## src/rtl/uart_pkg.sv

```systemverilog
// Shared definitions for the UART auto-baud controller.
//
// Holds the rate tables, the pulse-width classification constants, the
// auto-baud FSM state enum and the rate-select type. Also provides
// classify(), which maps a measured low-pulse width in clk cycles onto a
// rate code.
//
// Optional build macro: UART_AUTOBAUD_VERIFY_EN adds the two states used
// for the second, confirming measurement.
package uart_pkg;

  // Rate select code: 0 = 600 baud ... 8 = 115200 baud.
  typedef logic [3:0] sel_t;

  localparam int NUM_RATES = 9;

  // Baud generator terminal counts for 16x oversampling at 100 MHz,
  // indexed by rate code.
  localparam int unsigned FINAL_VALUE [NUM_RATES] =
    '{10416, 5208, 2604, 1302, 651, 325, 162, 108, 54};

  // Nominal bit periods in clk cycles (16 x FINAL_VALUE).
  localparam int unsigned BIT_PERIOD [NUM_RATES] =
    '{166656, 83328, 41664, 20832, 10416, 5200, 2592, 1728, 864};

  // Boundary between code i and code i+1: midpoint of the two nominal
  // bit periods. A width >= THRESHOLD[i] selects the slower code i.
  localparam int unsigned THRESHOLD [NUM_RATES-1] =
    '{124992, 62496, 31248, 15624, 7808, 3896, 2160, 1296};

  // Shorter than half the fastest bit is a glitch; two slowest bits or
  // more cannot be a valid start bit.
  localparam int unsigned GLITCH_MIN = 432;
  localparam int unsigned PULSE_MAX  = 333312;

  typedef enum logic [2:0] {
    ST_IDLE,
    ST_WAIT_IDLE,
    ST_WAIT_FALL,
    ST_MEASURE,
    ST_DONE
`ifdef UART_AUTOBAUD_VERIFY_EN
    ,
    ST_WAIT_FALL2,
    ST_MEASURE2
`endif
  } ab_state_t;

  typedef struct packed {
    logic ok;   // width is inside the legal window
    sel_t sel;  // rate code, meaningful only when ok
  } class_t;

  // Width is zero-extended from the counter, so all comparisons are unsigned.
  function automatic class_t classify(input logic [31:0] width);
    class_t r;
    r.ok  = (width >= GLITCH_MIN) && (width < PULSE_MAX);
    r.sel = sel_t'(NUM_RATES - 1);
    // Walk from the fastest boundary to the slowest so the slowest
    // matching code is the one left in r.sel.
    for (int i = NUM_RATES - 2; i >= 0; i--) begin
      if (width >= THRESHOLD[i]) begin
        r.sel = sel_t'(i);
      end
    end
    return r;
  endfunction

endpackage

```

## src/rtl/uart_rx_edge_det.sv

```systemverilog
// Synchronizer and edge detector for the raw rx pin.
//
// Ports:
//   clk      in   system clock
//   reset_n  in   asynchronous active-low reset
//   rx       in   raw serial input, asynchronous to clk, idles high
//   rx_sync  out  rx after a 2-FF synchronizer
//   fall     out  high for one cycle after rx_sync goes 1 -> 0
//   rise     out  high for one cycle after rx_sync goes 0 -> 1
//
// Both edges see the same pipeline delay, so the distance between a fall
// and the following rise equals the low time on the pin in clk cycles.
module uart_rx_edge_det (
  input  logic clk,
  input  logic reset_n,
  input  logic rx,
  output logic rx_sync,
  output logic fall,
  output logic rise
);

  logic meta_q;
  logic sync_q;
  logic prev_q;

  // Reset to the idle level so leaving reset never looks like an edge.
  always_ff @(posedge clk or negedge reset_n) begin
    if (!reset_n) begin
      meta_q <= 1'b1;
      sync_q <= 1'b1;
      prev_q <= 1'b1;
    end else begin
      meta_q <= rx;
      sync_q <= meta_q;
      prev_q <= sync_q;
    end
  end

  assign rx_sync = sync_q;
  assign fall    = prev_q & ~sync_q;
  assign rise    = ~prev_q & sync_q;

endmodule

```

## src/rtl/uart_autobaud_ctrl.sv

```systemverilog
// Auto-baud controller: measures the start-bit low pulse of a 0x55 sync
// character and drives the baud generator's rate select.
//
// Parameters:
//   CNT_BITS        width of the saturating pulse-width counter
//   TIMEOUT_CYCLES  max cycles from an accepted start to a falling edge
//   DEFAULT_SEL     rate code held out of reset and kept on error
//
// Ports:
//   clk            in   system clock (100 MHz)
//   reset_n        in   asynchronous active-low reset
//   rx             in   raw serial input, idles high
//   start          in   one-cycle arm pulse, ignored while busy
//   baud_rate_sel  out  rate code to the baud generator
//   busy           out  measurement in progress
//   done           out  one-cycle pulse, new baud_rate_sel valid
//   error          out  one-cycle pulse, timeout / glitch / too long / mismatch
//   locked         out  set with done, cleared on start or error
//
// Build macro UART_AUTOBAUD_VERIFY_EN: when defined, a second low pulse
// (data bit 1 of 0x55) is measured and must classify to the same code
// before the result is applied.
module uart_autobaud_ctrl
  import uart_pkg::*;
#(
  parameter int          CNT_BITS       = 19,
  parameter int          TIMEOUT_CYCLES = 50_000_000,
  parameter logic [3:0]  DEFAULT_SEL    = 4'd4
) (
  input  logic       clk,
  input  logic       reset_n,
  input  logic       rx,
  input  logic       start,
  output logic [3:0] baud_rate_sel,
  output logic       busy,
  output logic       done,
  output logic       error,
  output logic       locked
);

  localparam int TMO_BITS = $clog2(TIMEOUT_CYCLES + 1);

  logic rx_sync;
  logic fall;
  logic rise;

  uart_rx_edge_det u_edge (
    .clk     (clk),
    .reset_n (reset_n),
    .rx      (rx),
    .rx_sync (rx_sync),
    .fall    (fall),
    .rise    (rise)
  );

  ab_state_t            state_q, state_d;
  logic [CNT_BITS-1:0]  count_q, count_d;
  logic [TMO_BITS-1:0]  tmo_q, tmo_d;
  sel_t                 sel_q, sel_d;
  logic                 busy_q, busy_d;
  logic                 done_q, done_d;
  logic                 error_q, error_d;
  logic                 locked_q, locked_d;
`ifdef UART_AUTOBAUD_VERIFY_EN
  sel_t                 sel1_q, sel1_d;
`endif

  logic [CNT_BITS-1:0]  count_inc;
  logic                 tmo_hit;
  class_t               cls;

  assign count_inc = (&count_q) ? count_q : count_q + 1'b1;
  // tmo_q counts edges since the accept edge minus one, so this fires on
  // the TIMEOUT_CYCLES-th edge after start was accepted.
  assign tmo_hit   = (tmo_q == TMO_BITS'(TIMEOUT_CYCLES - 1));
  assign cls       = classify(32'(count_q));

  always_comb begin
    state_d  = state_q;
    count_d  = count_q;
    tmo_d    = tmo_q;
    sel_d    = sel_q;
    busy_d   = busy_q;
    locked_d = locked_q;
    done_d   = 1'b0;
    error_d  = 1'b0;
`ifdef UART_AUTOBAUD_VERIFY_EN
    sel1_d   = sel1_q;
`endif

    case (state_q)
      // DONE is the cycle the done pulse is visible; busy is already low
      // there, so a start is accepted just as in IDLE.
      ST_IDLE, ST_DONE: begin
        state_d = ST_IDLE;
        if (start) begin
          state_d  = ST_WAIT_IDLE;
          busy_d   = 1'b1;
          locked_d = 1'b0;
          tmo_d    = '0;
        end
      end

      // Do not measure a low that was already in progress at arm time.
      ST_WAIT_IDLE: begin
        if (tmo_hit) begin
          state_d = ST_IDLE;
          error_d = 1'b1;
          busy_d  = 1'b0;
        end else begin
          tmo_d = tmo_q + 1'b1;
          if (rx_sync) begin
            state_d = ST_WAIT_FALL;
          end
        end
      end

      // The fall is checked first so an edge on the expiry cycle wins.
      ST_WAIT_FALL: begin
        if (fall) begin
          state_d = ST_MEASURE;
          count_d = CNT_BITS'(1);
        end else if (tmo_hit) begin
          state_d = ST_IDLE;
          error_d = 1'b1;
          busy_d  = 1'b0;
        end else begin
          tmo_d = tmo_q + 1'b1;
        end
      end

      ST_MEASURE: begin
        if (rise) begin
          if (!cls.ok) begin
            state_d = ST_IDLE;
            error_d = 1'b1;
            busy_d  = 1'b0;
          end else begin
`ifdef UART_AUTOBAUD_VERIFY_EN
            sel1_d  = cls.sel;
            state_d = ST_WAIT_FALL2;
            tmo_d   = '0;
`else
            state_d  = ST_DONE;
            sel_d    = cls.sel;
            done_d   = 1'b1;
            locked_d = 1'b1;
            busy_d   = 1'b0;
`endif
          end
        end else begin
          count_d = count_inc;
        end
      end

`ifdef UART_AUTOBAUD_VERIFY_EN
      ST_WAIT_FALL2: begin
        if (fall) begin
          state_d = ST_MEASURE2;
          count_d = CNT_BITS'(1);
        end else if (tmo_hit) begin
          state_d = ST_IDLE;
          error_d = 1'b1;
          busy_d  = 1'b0;
        end else begin
          tmo_d = tmo_q + 1'b1;
        end
      end

      ST_MEASURE2: begin
        if (rise) begin
          if (!cls.ok || (cls.sel != sel1_q)) begin
            state_d = ST_IDLE;
            error_d = 1'b1;
            busy_d  = 1'b0;
          end else begin
            state_d  = ST_DONE;
            sel_d    = cls.sel;
            done_d   = 1'b1;
            locked_d = 1'b1;
            busy_d   = 1'b0;
          end
        end else begin
          count_d = count_inc;
        end
      end
`endif

      default: begin
        state_d = ST_IDLE;
        busy_d  = 1'b0;
      end
    endcase
  end

  always_ff @(posedge clk or negedge reset_n) begin
    if (!reset_n) begin
      state_q  <= ST_IDLE;
      count_q  <= '0;
      tmo_q    <= '0;
      sel_q    <= DEFAULT_SEL;
      busy_q   <= 1'b0;
      done_q   <= 1'b0;
      error_q  <= 1'b0;
      locked_q <= 1'b0;
`ifdef UART_AUTOBAUD_VERIFY_EN
      sel1_q   <= '0;
`endif
    end else begin
      state_q  <= state_d;
      count_q  <= count_d;
      tmo_q    <= tmo_d;
      sel_q    <= sel_d;
      busy_q   <= busy_d;
      done_q   <= done_d;
      error_q  <= error_d;
      locked_q <= locked_d;
`ifdef UART_AUTOBAUD_VERIFY_EN
      sel1_q   <= sel1_d;
`endif
    end
  end

  assign baud_rate_sel = sel_q;
  assign busy          = busy_q;
  assign done          = done_q;
  assign error         = error_q;
  assign locked        = locked_q;

endmodule
```

## config.mk

```make
export PLATFORM = sky130hd
export DESIGN_NAME = uart_autobaud_ctrl
export DESIGN_NICKNAME = d
export VERILOG_FILES = /design/src/rtl/uart_pkg.sv /design/src/rtl/uart_rx_edge_det.sv /design/src/rtl/uart_autobaud_ctrl.sv
export SDC_FILE = /design/constraint.sdc
export NUM_CORES = 1
export LEC_CHECK = 0
export CAP_MARGIN = 20
export CORE_ASPECT_RATIO = 1.5
export CORE_MARGIN = 3
export CORE_UTILIZATION = 41
export DETAILED_ROUTE_END_ITERATION = 7
export GPL_ROUTABILITY_DRIVEN = 0
export PLACE_DENSITY = 0.62
export SLEW_MARGIN = 25
export SYNTH_ARGS = -nofsm -noshare
export SYNTH_HDL_FRONTEND = slang
export SYNTH_SLANG_ARGS = --single-unit
```

## constraint.sdc

```tcl
create_clock -name clk -period 5.5 [get_ports clk]
set_clock_uncertainty 0.15 [all_clocks]
set_input_delay 0.825 -clock clk [delete_from_list [all_inputs] [get_ports clk]]
set_output_delay 0.825 -clock clk [all_outputs]
set_load 0.005 [all_outputs]
```

==> results summary, run 1 <==
In this run the top signal layer used is met4. The number of levels in the clock H-tree is 3. The critical path is of the in2reg type. The routed wire length per instance came out at around 16 um. The total standard cell area after synthesis came out at around 0.0034 sq mm.

The most critical setup path has its startpoint at start. In this run the static leakage power is 0.001592 uW. The post-cts repair resize count is 0. In the post-synthesis netlist, the biggest area contributors are sky130_fd_sc_hd__dfrtp_1 41%, sky130_fd_sc_hd__nor2_1 4.9%, sky130_fd_sc_hd__o21ai_0 4.5%, sky130_fd_sc_hd__nand2_1 4.1%, sky130_fd_sc_hd__dfstp_2 3.1%. In this run, distinct cell masters in the synthesized netlist total 57. The starting density of the core is 0.4306. The worst-case hold slack came out at about 200 ps. The number of standard-cell rows in the floorplan came out at 39. The most instantiated flip-flop cell in the synthesis netlist is sky130_fd_sc_hd__dfrtp_1. Entering global routing, the biggest net connects 60 pins.

The final count of hold timing violations was 0. The tree is rooted in a sky130_fd_sc_hd__clkbuf_16. The met3 layer wire length in the routed design came out at approximately 320 um. The horizontal die dimension is roughly 80 um. The initial antenna violation count was 0. The count of nets left with antenna violations once routing finished came out at 0. The CTS clock-pin slew for the worst setup and hold paths is around 50 ps.

After floorplanning, the core was sized to cover around 0.008 sq mm. The worst setup path is captured at a register. The die covers 0.009345 sq mm.

The area growth from synthesis to final layout is 13.84%. The clock net sink count is 59. The data arrival time of the critical path came out at about 3200 ps.

The met1 wire length came out at between 3000 and 4000 um. Data on the critical path is required at its endpoint by between 5000 and 6000 ps. The count of final setup violators came out at 0. In the final layout, the share of cells above drive strength 1 is 0.08696. Averaged over all synthesized cells, the footprint is 8.755 sq um. Across every metal layer, demand over resource in global routing totals 0.1868. The worst setup path endpoint is tmo_q[10]. The flop-to-flop setup slack came out at 2500 ps. The fraction of synthesis flops using an asynchronous set or reset pin came out at 1.000. The startpoint identified for the worst register-to-register timing path is tmo_q[0]. The largest total area in the synthesized netlist belongs to sky130_fd_sc_hd__dfrtp_1. The proportion of synthesized chip area in sequential cells came out at 0.4406. The first global-routing pass estimated 13540 um of wire. The endpoint identified for the worst register-to-register timing path is tmo_q[10]. 12 I/O pins were placed. The TritonCTS clock tree is yes. The maximum number of buffers from clock root to sink is 2.

The total CTS buffers is 9. The chip height came out at ~120 um. The path class of the lowest-slack min-delay path is reg2reg. STA classifies the critical path startpoint as an input port. The flow ran to the end, and the final reports show no timing, DRC or antenna violations. In this run the most critical hold path is launched from u_edge.meta_q. In the routed design, unresolved DRC markers number 0. The most instantiated library cell after synthesis is sky130_fd_sc_hd__dfrtp_1. The peak supply drop came out at 179.4 uV. Yosys mapped a number of flops with a built-in enable equal to 0. The routed wire length came out at 7939 um. The final count of pins violating max slew is 0. The number of standard cells after synthesis came out at roughly 380. The area fraction of the dominant cell type after synthesis is 0.4094. Setup repair after global routing left no endpoint under its margin. The routed length on met2 is between 4000 and 5000 um.

The total negative slack is 0 ps. The worst relative slew slack is 0.4265. The number of vias after detailed routing came out at about 2900. The slew at the pin closest to its max-slew limit is approximately 860 ps. The number of global-route vias before repair came to roughly 2800.

The highest clock rate came out at around 320 MHz. The commonest cells after synthesis are 55 x sky130_fd_sc_hd__dfrtp_1, 44 x sky130_fd_sc_hd__nor2_1, 37 x sky130_fd_sc_hd__nand2_1, 30 x sky130_fd_sc_hd__o21ai_0, 20 x sky130_fd_sc_hd__a21oi_1. The clock latency on the worst-skew pair is 330 ps. The register bit count reported by yosys is 59.

The post-synthesis net count came out at around 390. Measured in cells, the most critical reg-to-reg path has a length of 8. Of the available clock period, the critical path in the final layout requires 0.5635. The post-layout net count is roughly 400. The number of synthesis warnings is 0. The number of port buffers is 11. The power density over the cells is approximately 360 mW/mm^2.

For this run, the detailed router's first-pass iteration total came to 4. The number of buffers inserted for hold repair after clock tree synthesis is 0. The number of design-rule violations left by the first detailed-router iteration is ~190. Using the TritonRoute via totals, the vias-per-cell ratio works out to 5.840. Max-cap violations in this run came to 0. The total global routing overflow came out at 0. The minimum period implied by the final worst setup slack is a little over 3000 ps. The number of setup buffers added after CTS came out at 0.

The wire-length estimate of the detail-placed layout is about 5600 um. Of all nets on the critical path, the largest fanout is 23. The number of antenna repair diodes came out at 0.
==> cell usage in the layout, fill, tap and decap left out, types with 2 or more instances in the layout <==
cell type	instances
sky130_fd_sc_hd__a21o_1	2
sky130_fd_sc_hd__a21oi_1	20
sky130_fd_sc_hd__a32o_1	2
sky130_fd_sc_hd__and2_1	4
sky130_fd_sc_hd__and3_1	11
sky130_fd_sc_hd__and4_1	5
sky130_fd_sc_hd__buf_4	3
sky130_fd_sc_hd__clkbuf_1	2
sky130_fd_sc_hd__clkbuf_16	9
sky130_fd_sc_hd__clkbuf_8	2
sky130_fd_sc_hd__clkdlybuf4s50_1	10
sky130_fd_sc_hd__dfrtp_1	55
sky130_fd_sc_hd__dfstp_2	4
sky130_fd_sc_hd__ha_1	3
sky130_fd_sc_hd__inv_1	7
sky130_fd_sc_hd__mux2_2	2
sky130_fd_sc_hd__mux2i_1	5
sky130_fd_sc_hd__nand2_1	37
sky130_fd_sc_hd__nand2b_1	6
sky130_fd_sc_hd__nand3_1	19
sky130_fd_sc_hd__nand4_1	9
sky130_fd_sc_hd__nor2_1	44
sky130_fd_sc_hd__nor2b_1	5
sky130_fd_sc_hd__nor3_1	12
sky130_fd_sc_hd__nor4_1	4
sky130_fd_sc_hd__nor4b_1	2
sky130_fd_sc_hd__o21ai_0	30
sky130_fd_sc_hd__o31ai_1	11
sky130_fd_sc_hd__or2_2	4
sky130_fd_sc_hd__or3_1	9
sky130_fd_sc_hd__or4_1	10
sky130_fd_sc_hd__xnor2_1	8
sky130_fd_sc_hd__xor2_1	6
==> area by class of cell <==
cell class | count | area (sq um)
clock buffers | 13 | 260.3
clock inverters | 2 | 35.03
fillers | 742 | 3980
inverters | 7 | 26.28
multi-input cells | 296 | 1769
flip-flops and latches | 59 | 1481
well taps | 102 | 127.6
repair buffers | 14 | 127.6
==> worst min path at each step <==
stage                endpoint  slack, ps  cells after the start
2_1_floorplan  u_edge.rx_sync        200                      0
6_report       u_edge.rx_sync        200                      0
4_1_cts        u_edge.rx_sync        210                      0
5_1_grt        u_edge.rx_sync        210                      0
3_5_place_dp   u_edge.rx_sync        200                      0
3_3_place_gp   u_edge.rx_sync        200                      0
==> report_power, final <==
part           internal, uW  switching (uW)  total (uW)
logic                  98.1             207         305
registers               468            40.1         508
clock network           372             190         561
==> logic make-up (layout without fill, tap and decap cells) <==
family	Yosys count	count (layout)	synth area share
DFF	59	59	0.4406
adders and majority gates	4	4	0.01414
xor gates and xnor gates	14	14	0.03647
buffers and inverters	29	36	0.03499
AOI/OAI and AO/OA	78	78	0.1425
muxes	7	7	0.02159
and+or+nand+nor	193	193	0.3096
==> metrics by stage <==
stage          area, sq um  setup slack, ps  std cells  power (uW)    util
6_report              3827             2401        493        1375  0.4902
4_1_cts               3827             2370        493        1390  0.4902
2_1_floorplan         3362             3129        384       738.6       -
3_5_place_dp          3532             2027        478       823.6  0.4524
5_1_grt               3827             2255        493        1456  0.4902
3_3_place_gp          3532             2134        478       812.1  0.4524
==> per-layer routing <==
metal / global-route usage / vias up
li1: - / 1403
met1: 0.2118 / 1394
met2: 0.3225 / 63
met3: 0.05207 / 19
met4: 0.08906 / 0
met5: 0 / -
==> critical path: stages <==
cell                              delay, ps
sky130_fd_sc_hd__clkdlybuf4s50_1        490
sky130_fd_sc_hd__and2_1                 550
sky130_fd_sc_hd__a31oi_2                310
sky130_fd_sc_hd__buf_4                  330
sky130_fd_sc_hd__or4_1                  520
sky130_fd_sc_hd__a21oi_1                160
==> sequential cells by signal, summed over array words and instances, names as in the netlist <==
register and count:
tmo_q 26, u_edge.meta_q 1, u_edge.rx_sync 1, done 1, busy 1, error 1
u_edge.prev_q 1, locked 1, count_q 19, baud_rate_sel 4, state_q 3
(Power assumes the default switching activity.)
==> run 2: changes to the inputs <==
==> constraint.sdc (replaced) <==
create_clock -name clk -period 3.06 [get_ports clk]
set_clock_uncertainty 0.15 [all_clocks]
set_input_delay 0.459 -clock clk [delete_from_list [all_inputs] [get_ports clk]]
set_output_delay 0.459 -clock clk [all_outputs]
set_load 0.005 [all_outputs]
==> run 2 against run 1 <==
  * Sequential power up 81%
  * Core utilization grew 0.63 points
  * Total power increased by 88%
  * Clock-buffer cell count decreased by 1
  * Combinational power up 85%
  * Register-to-register slack worse by 2200 ps
  * Design area grew 1.3%
  * First-iteration DRC count down 36%
  * Sequential share of layout area decreased by 0.49 points
==> results summary, run 2 (synthesis gave the netlist of run 1 again) <==
The number of design rule violations left after detail routing is 0 (unchanged). The peak supply drop is 314.7 uV (+75%). The total negative slack came to 0 ps (unchanged).

The starting density of the core came out at 0.4306 (unchanged). The post-cts repair resize count was 0 (unchanged). The maximum number of buffers from clock root to sink came out at 2 (unchanged). The largest fanout of any net on the critical path came out at 24 (+4.3%). The max-capacitance violation count is 0 (unchanged). The highest clock rate is approximately 360 MHz. Among all stages on the critical path, the largest delay is contributed by sky130_fd_sc_hd__a31oi_2.

The clock latency on the worst-skew pair came out at 330 ps (about the same). The clock net sink count came out at 59 (unchanged). The buffer and inverter count on the worst path came out at 1 (-1). The count of final setup violators is 0 (unchanged).

The slew at the pin closest to its max-slew limit came out at 738.2 ps (-119.4 ps). The power density over the cells is 665.7 mW/mm^2 (+85%). The die area is 0.009345 sq mm (unchanged). Setup repair after global routing left no endpoint under its margin. The internal power contribution came out at 1780 uW (+90%). The total CTS buffers came out at 9 (unchanged). The pin count of the biggest net entering global routing was 60 (unchanged). The boundary pin count came out at 12 (unchanged). The data arrival time of the critical path came out at 2910 ps (-290 ps).

The number of antenna repair diodes was 0 (unchanged). The leakage power came to 0.001616 uW (+1.5%). The number of vias after detailed routing came out at 2896 (+0.59%).

The switching share of power is 0.3101 (-0.007716). CTS placed an instance of sky130_fd_sc_hd__clkbuf_16 at the clock tree root. The required arrival time at the worst endpoint came out at 3160 ps (-2440 ps).

Leaving out fill and tap cells, the most frequent cell in the layout is sky130_fd_sc_hd__dfrtp_1. The total global routing overflow was 0 (unchanged). The proportion of power drawn by the clock network is 0.427 (+0.019).

TritonCTS built the clock tree. The number of standard-cell rows in the floorplan came to 39 (unchanged). The CTS clock-pin slew for the worst setup and hold paths is 60 ps (about the same).

After layout, the minimum clock period comes to roughly 2800 ps. The met3 layer wire length in the routed design is 240 um (-25%). Grouping stages by cell kind, the critical path spends the most delay in compound AO/OA/AOI/OAI gates. The number of port buffers is 11 (unchanged).

The worst setup path is captured at a register. The part of the power in combinational logic is 0.218 (-0.004). The routed wire length per instance is 15.75 um (-2.2%). The share of total power in sequential cells was 0.355 (-0.015). The post-layout net count came out at 396 (+0.51%). The core footprint is 0.007807 sq mm (unchanged). STA classifies the critical path startpoint as a register. The met1 wire length is 3160 um (-1.3%). The final period utilization came out at 0.9181. The setup path with the least slack is of type reg2reg. The highest routed metal layer is met4. The net switching power of the design was 800.2 uW (+83%).

The number of buffers inserted for hold repair after clock tree synthesis came out at 0 (unchanged). The number of levels in the clock H-tree came out at 3 (unchanged). The final count of hold timing violations came out at 0 (unchanged). The global-route wire length before repair came out at 13230 um (-2.3%).

The horizontal die dimension came out at 79.94 um (unchanged). The filler cell count in the final layout came out at 753 (+1.5%). The initial antenna violation count came out at 0 (unchanged). The total routing usage reported by global routing came to 0.1807 (-0.006056). The placed standard-cell area is 0.003547 sq mm (+0.42%).

The routed wire length is 7814 um (-1.6%). The number of global-route vias before repair is 2800 (-0.50%). The delay of the slowest cell on the worst path is 560 ps (about the same).

The number of detailed-routing iterations run before antenna repair is 4 (unchanged). The post-placement cell count came out at 480 (+0.42%). The register containing the most flip-flops in the final layout is tmo_q. The final antenna-violating net count is 0 (unchanged). The detailed placement HPWL came out at 5440 um (-2.8%).

The number of setup buffers added after CTS was 0 (unchanged). Leaving out fill and tap cells, the most frequent cells in the layout are 55 x sky130_fd_sc_hd__dfrtp_1, 44 x sky130_fd_sc_hd__nor2_1, 37 x sky130_fd_sc_hd__nand2_1. The share of layout cells above drive strength 1 came out at 0.09645 (+0.009490). The number of design-rule violations left by the first detailed-router iteration was 120 (-36%). The number of flip-flops under the largest register name came out at 26 (unchanged). The final cell count without fillers came out at 496 (+0.61%). The routed length on met2 is 4192 um (+0.29%).

Relative to the synthesized area, the layout overhead comes to 15.30%. The critical path goes through ha_1 > and3_1 > nand3_1 > or2_2 > a31oi_2 > buf_4 > o21ai_0 > a21oi_1. The post-layout instance area was 0.003876 sq mm (+1.3%). The vias per cell came out at 5.839 (about the same). The run finished with clean final reports. The chip height is 116.9 um (unchanged). The worst relative slew slack came out at 0.5079 (+0.08140). The min-delay analysis places its worst path in the category in2async. The final count of pins violating max slew is 0 (unchanged).
[run 2: metrics by stage]
step	setup slack (ps)	hold WS, ps	util	power (uW)
after floorplan	689.3	13.41	-	1328
after global placement	401.4	197.3	0.4543	1470
after detailed placement	312.7	197.5	0.4543	1493
after CTS	240.8	162.1	0.4965	2608
after global routing	10.74	200.4	0.4965	2708
final	250.6	134.9	0.4965	2580
[run 2: path summary, 6_finish.rpt]
kind                       cells past startpoint     startpoint             end  slack [ps]
setup / recovery                               8       tmo_q[0]        tmo_q[7]         250
max in group asynchronous                      2        reset_n     count_q[15]        2140
hold reg to reg                                0  u_edge.meta_q  u_edge.rx_sync         200
min in group clk                               0  u_edge.meta_q  u_edge.rx_sync         200
hold / removal                                 2        reset_n       tmo_q[22]         130
setup reg to reg                               8       tmo_q[0]        tmo_q[7]         250
[run 2: final cells by class]
| cell class | count | area [sq um] | share of cell area |
|---|---|---|---|
| Clock buffer | 12 | 256.5 | 0.06617 |
| Clock inverter | 4 | 72.57 | 0.01872 |
| Inverter | 7 | 26.28 | 0.006779 |
| Multi-Input combinational cell | 296 | 1769 | 0.4564 |
| Sequential cell | 59 | 1481 | 0.3822 |
| Tap cell | 102 | 127.6 | 0.03292 |
| Timing Repair Buffer | 16 | 142.6 | 0.03680 |
[run 2: layer usage]
metal,vias to the layer above,GRT usage
li1,1401,-
met1,1421,0.1976
met2,55,0.3308
met3,19,0.03216
met4,0,0.09132
met5,-,0
[run 2: power by group through the flow]
stage / Combinational, uW / Clock, uW / Sequential [uW]
floorplan: 434 / 0 / 894
global placement: 544 / 0 / 926
detailed placement: 565 / 0 / 928
CTS: 567 / 1120 / 916
global route: 629 / 1150 / 925
finish: 563 / 1100 / 917
[run 2: worst register-to-register path: cells and delay by family (launching register included)]
kind | cells | cell delay [ps]
compound gates | 3 | 830
fa+ha+maj | 1 | 200
buf+inv | 1 | 360
flops | 1 | 380
simple gates | 3 | 800
